$ cat src/rtl/gen_dpfifo_pkg.sv
// gen_dpfifo_pkg: shared sizing helper, ready thresholds and accept bundle for gen_dpfifo
package gen_dpfifo_pkg;

    // Headroom below DP that each write port needs before it may push.
    // B needs one extra slot so it still fits when A pushes in the same cycle.
    localparam int READY_A_GAP = 1;
    localparam int READY_B_GAP = 2;

    // Effective per-cycle actions after readiness and bypass are resolved
    typedef struct packed {
        logic a;
        logic b;
        logic p;
    } acc_t;

    function automatic int clog2(input int n);
        int r;
        r = 0;
        while ((1 << r) < n) r++;
        return r;
    endfunction

endpackage

$ cat src/rtl/gen_dffren.sv
// gen_dffren: enabled D flop with asynchronous active-low reset to rstValue
module gen_dffren #(
    parameter int DW = 32,
    parameter logic [DW-1:0] rstValue = '0
)(
    input  logic [DW-1:0] dnxt,
    output logic [DW-1:0] qout,
    input  logic          en,
    input  logic          CLK,
    input  logic          RSTn
);

    // hold value unless enabled; reset is asynchronous
    always_ff @(posedge CLK or negedge RSTn)
        if (!RSTn) qout <= rstValue;
        else if (en) qout <= dnxt;

endmodule

$ cat src/rtl/gen_dpfifo.sv
// gen_dpfifo: two-write-port (A before B) one-read-port flop FIFO; GEN_DPFIFO_BYPASS_EN adds an empty-FIFO dnxta->qout bypass
module gen_dpfifo
    import gen_dpfifo_pkg::*;
#(
    parameter int DW = 32,
    parameter int DP = 4,
    localparam int AW = clog2(DP),
    localparam int CW = AW + 1
)(
    input  logic          CLK,
    input  logic          RSTn,
    input  logic          flush,
    input  logic          push_a,
    input  logic [DW-1:0] dnxta,
    output logic          ready_a,
    input  logic          push_b,
    input  logic [DW-1:0] dnxtb,
    output logic          ready_b,
    output logic          valid,
    input  logic          pop,
    output logic [DW-1:0] qout,
    output logic [CW-1:0] count
);

    logic [DW-1:0] mem [DP];
    logic [AW-1:0] rd_ptr, wr_ptr, rd_nxt, wr_nxt;
    logic [CW-1:0] cnt_nxt;
    logic          acc_a, acc_b, acc_p, byp_pop;
    acc_t          acc;

    // readies look only at registered occupancy so they never depend on pop
    assign ready_a = count <= CW'(DP - READY_A_GAP);
    assign ready_b = count <= CW'(DP - READY_B_GAP);
    assign acc_a   = push_a & ready_a;
    assign acc_b   = push_b & ready_b;
    assign acc_p   = pop & valid;

`ifdef GEN_DPFIFO_BYPASS_EN
    logic byp;
    assign byp     = (count == '0) & push_a;
    assign valid   = (count != '0) | byp;
    assign qout    = byp ? dnxta : mem[rd_ptr];
    assign byp_pop = byp & pop;
`else
    assign valid   = count != '0;
    assign qout    = mem[rd_ptr];
    assign byp_pop = 1'b0;
`endif

    // a bypassed-and-popped A word neither lands in storage nor moves rd_ptr
    always_comb begin
        acc.a   = acc_a & ~byp_pop;
        acc.b   = acc_b;
        acc.p   = acc_p & ~byp_pop;
        wr_nxt  = flush ? '0 : wr_ptr + AW'(acc.a) + AW'(acc.b);
        rd_nxt  = flush ? '0 : rd_ptr + AW'(acc.p);
        cnt_nxt = flush ? '0 : count + CW'(acc.a) + CW'(acc.b) - CW'(acc.p);
    end

    // storage write: A at wr_ptr, B right behind it when both are taken
    always_ff @(posedge CLK)
        if (!flush) begin
            if (acc.a) mem[wr_ptr] <= dnxta;
            if (acc.b) mem[wr_ptr + AW'(acc.a)] <= dnxtb;
        end

    gen_dffren #(.DW(AW), .rstValue('0)) u_wr_ptr (
        .dnxt(wr_nxt), .qout(wr_ptr), .en(1'b1), .CLK(CLK), .RSTn(RSTn)
    );

    gen_dffren #(.DW(AW), .rstValue('0)) u_rd_ptr (
        .dnxt(rd_nxt), .qout(rd_ptr), .en(1'b1), .CLK(CLK), .RSTn(RSTn)
    );

    gen_dffren #(.DW(CW), .rstValue('0)) u_count (
        .dnxt(cnt_nxt), .qout(count), .en(1'b1), .CLK(CLK), .RSTn(RSTn)
    );

endmodule

$ cat config.mk
export PLATFORM = sky130hd
export DESIGN_NAME = gen_dpfifo
export DESIGN_NICKNAME = d
export VERILOG_FILES = /design/src/rtl/gen_dpfifo_pkg.sv /design/src/rtl/gen_dffren.sv /design/src/rtl/gen_dpfifo.sv
export SDC_FILE = /design/constraint.sdc
export NUM_CORES = 1
export LEC_CHECK = 0
export ABC_AREA = 1
export ABC_CLOCK_PERIOD_IN_PS = 2990
export CORE_MARGIN = 2
export CORE_UTILIZATION = 50
export CTS_CLUSTER_DIAMETER = 30
export DETAILED_ROUTE_END_ITERATION = 10
export GPL_ROUTABILITY_DRIVEN = 0
export PLACE_DENSITY = 0.76
export SYNTH_ARGS = -nofsm -noshare
export SYNTH_HDL_FRONTEND = slang
export SYNTH_SLANG_ARGS = --single-unit
$ cat constraint.sdc
create_clock -name CLK -period 2.99 [get_ports CLK]
set_input_delay 0.598 -clock CLK [delete_from_list [all_inputs] [get_ports CLK]]
set_output_delay 0.598 -clock CLK [all_outputs]
set_load 0.02 [all_outputs]
==> summary.md <==
| Metric | Value |
|---|---|
| WL/cell | ~19 µm |
| TNS Setup | 0 ps |
| Number of global-route vias before repair | between 6000 and 7000 |
| Antenna violations before repair | 0 |
| Pin count of the biggest net entering global routing | 130 |
| Grt total ovfl | 0 |
| Max Slew Vio Count | 0 |
| First-pass GRT wire length | about 33 mm |
| Cts hold-fix bufs | 0 |
| Final hold violation count | 0 |
| Post-layout util | 64.29% |
| Dpl hpwl | between 10 and 15 mm |
| Placed instance count | 1071 |
| DR vias | 6729 |
| Status | completed |
| Crit path cell chain | inv_2, buf_4, nor2_1, o22ai_1, clkdlybuf4s50_1 |
| Final setup vio count | 0 |
| Pre-antenna DRT Iters | 6 |
| Clk sink count | about 140 |
| Ys Warns | 0 |
| Relative slew slack | between 50% and 60% |
| Register area share after synthesis | a little under three fifths |
| Crit end category | output port |
| Post-Syn Instances | between 800 and 900 |
| Final WL | roughly 21 mm |
| Die Y-Extent | 124.4 µm |
| Num ports | roughly 110 |
| PortBufs | 107 |
| Diode count | 0 |
| Dpl ws | roughly 220 ps |
| Nets | 984 |
| Worst slew pin tran | 700.1 ps |
| Synth cell types | 23 |
| WS Path Type | reg2out |
| Min cycle time layout | 2917 ps |
| Num rows | 44 |
| RSZ-0062 raised after global routing | false |
| CTS buffer count | 17 |
| Worst vdd ir | ~0.68 mV |
| Pwr per Cell Area | ~910 nW/µm² |
| Worst Path Arrival | between 2000 and 2500 ps |
| Fmax | between 300 and 400 MHz |
| DRC | 0 |
| DRT iter0 DRCs | approximately 1100 |
| Critical path fanouts, max | 22 |
| Final ANT Viol Nets | 0 |
| Yosys reg bits | roughly 140 |
| Syn_area_per_cell | 8.884 µm² |
| CTS tree | built |
| Clk_lat worst skew | roughly 420 ps |
| Initial core utilization | between 50% and 60% |
| Die footprint | 15480 µm² |
| Leak | roughly 3.7 nW |
| Mapped Area | 7249 µm² |
| Setup ws final | about 73 ps |
| Final period utilization | a little over nine tenths |
| H-tree depth | 4 |
| Critical Path RT | 2390 ps |
| Worst Hold Class | in2async |
| Crit path launch type | flip-flop |
| CTS Buffer Depth | 2 |
| Vias/cell | between 6 and 7 |
| Chip width | around 120 µm |
| Share of post-route cells with drive strength above 1 | under 10% |
| Syn_nets | about 890 |
| Max-Cap Viols | 0 |
| Crit path largest cell delay | between 600 and 700 ps |
| Clk slew on worst S/H paths | 60 ps |
| GRT Resource Usage Total | between 20% and 30% |
| Clock Tree Root | clkbuf_16 |
| Filler Cells Inserted | ~1100 |
| Final Skew | 6.111 ps |
| Final Non-Filler Cells | 1103 |
| CP max stage cell | clkdlybuf4s50_1 |
| Family with the most delay on the worst path | buffers and inverters |
| Worst Path Buf+Inv | 3 |
| Area growth syn-to-layout | 27.42% |
| Core region area | approximately 14000 µm² |
-- through the flow --
step | hold slack, ps | total power [W] | instance area (µm²)
2_1_floorplan | 302.4 | 0.004797 | 7301
3_3_place_gp | 732.3 | 0.006343 | 8661
3_5_place_dp | 741.6 | 0.006417 | 8661
4_1_cts | 443.0 | 0.008395 | 9224
5_1_grt | 451.0 | 0.008802 | 9238
6_report | 434.0 | 0.008421 | 9238
-- final timing paths --
path	start	slack (ps)	endpoint	depth (start not counted)
worst min register to register	u_count.qout[1]	760	u_count.qout[1]	2
worst max-delay path	u_rd_ptr.qout[0]	70	qout[17]	5
worst min-delay path	RSTn	430	u_count.qout[1]	1
min in group CLK	u_count.qout[1]	760	u_count.qout[1]	2
worst max register to register	u_count.qout[1]	330	mem[0][26]	13
max in group asynchronous	RSTn	2290	u_rd_ptr.qout[0]	1
-- placed cells by master, fill, tap and decap left out, drive strengths merged, types with 7 or more instances in the layout --
master | synthesis | final
buf | 41 | 36
clkbuf | 31 | 18
clkdlybuf4s50 | 0 | 103
dfrtp | 7 | 7
edfxtp | 128 | 128
inv | 16 | 17
nand2 | 270 | 270
nand4 | 132 | 132
nor2 | 76 | 76
o21ai | 68 | 68
o22ai | 32 | 32
-- cells by family after synthesis --
family / after synthesis / share of synthesized area, %
XOR/XNOR: 3 / 0.3625
adder cells (fa/ha/maj): 8 / 1.588
flip-flops: 135 / 55.44
AO/OA/AOI/OAI: 103 / 7.767
buffers and inverters: 88 / 5.074
AND/OR/NAND/NOR: 479 / 29.77
-- power breakdown --
group	switching, W	internal [W]	leakage, nW	total [W]
sequential	0.000124	0.00252	1.26	0.00264
combinational	0.00249	0.00130	2.20	0.00379
clock	0.000781	0.00121	0.255	0.00199
-- layer usage --
layer | track usage (%) | vias up | wire length, µm
li1 | - | 3103 | -
met1 | 35.09 | 3140 | 7955
met2 | 45.32 | 432 | 10380
met3 | 4.983 | 54 | 2169
met4 | 11.76 | 0 | 471
met5 | 0 | - | 0
-- Yosys cell counts --
cell | number | area share (%)
buf_1 | 11 | 0.57
a31oi_1 | 1 | 0.086
xnor2_1 | 2 | 0.24
fa_1 | 2 | 0.55
buf_2 | 30 | 2.1
inv_1 | 6 | 0.31
a21oi_2 | 1 | 0.12
a21boi_1 | 1 | 0.10
nor2_2 | 4 | 0.35
o21ai_1 | 25 | 1.7
o22ai_1 | 32 | 2.8
clkbuf_1 | 31 | 1.6
o21ai_0 | 43 | 3.0
ha_1 | 6 | 1.0
nand2_1 | 270 | 14
dfrtp_1 | 7 | 2.4
nand4_1 | 129 | 11
xor2_1 | 1 | 0.12
edfxtp_1 | 128 | 53
inv_2 | 10 | 0.52
nand4_2 | 3 | 0.52
nand3_1 | 1 | 0.069
nor2_1 | 72 | 3.7
-- layout make-up --
class	instances	area, µm²	share of cell area, %
inverter	16	62.56	0.6772
sequential	135	4020	43.52
multi-input combinational	593	2932	31.74
clock buffer	18	429.2	4.646
timing repair buffer	143	1430	15.48
tap	184	230.2	2.492
clock inverter	14	133.9	1.449
-- state kept, by name, indices dropped and copies added (netlist names) --
| name | cells |
|---|---|
| mem | 128 |
| u_count.qout | 3 |
| u_rd_ptr.qout | 2 |
| u_wr_ptr.qout | 2 |
-- timing repair --
item,4_1_cts,5_1_grt
setup endpoints to repair,0,6
buffers inserted,0,0
resized for setup,0,5
(Power assumes the default switching activity.)
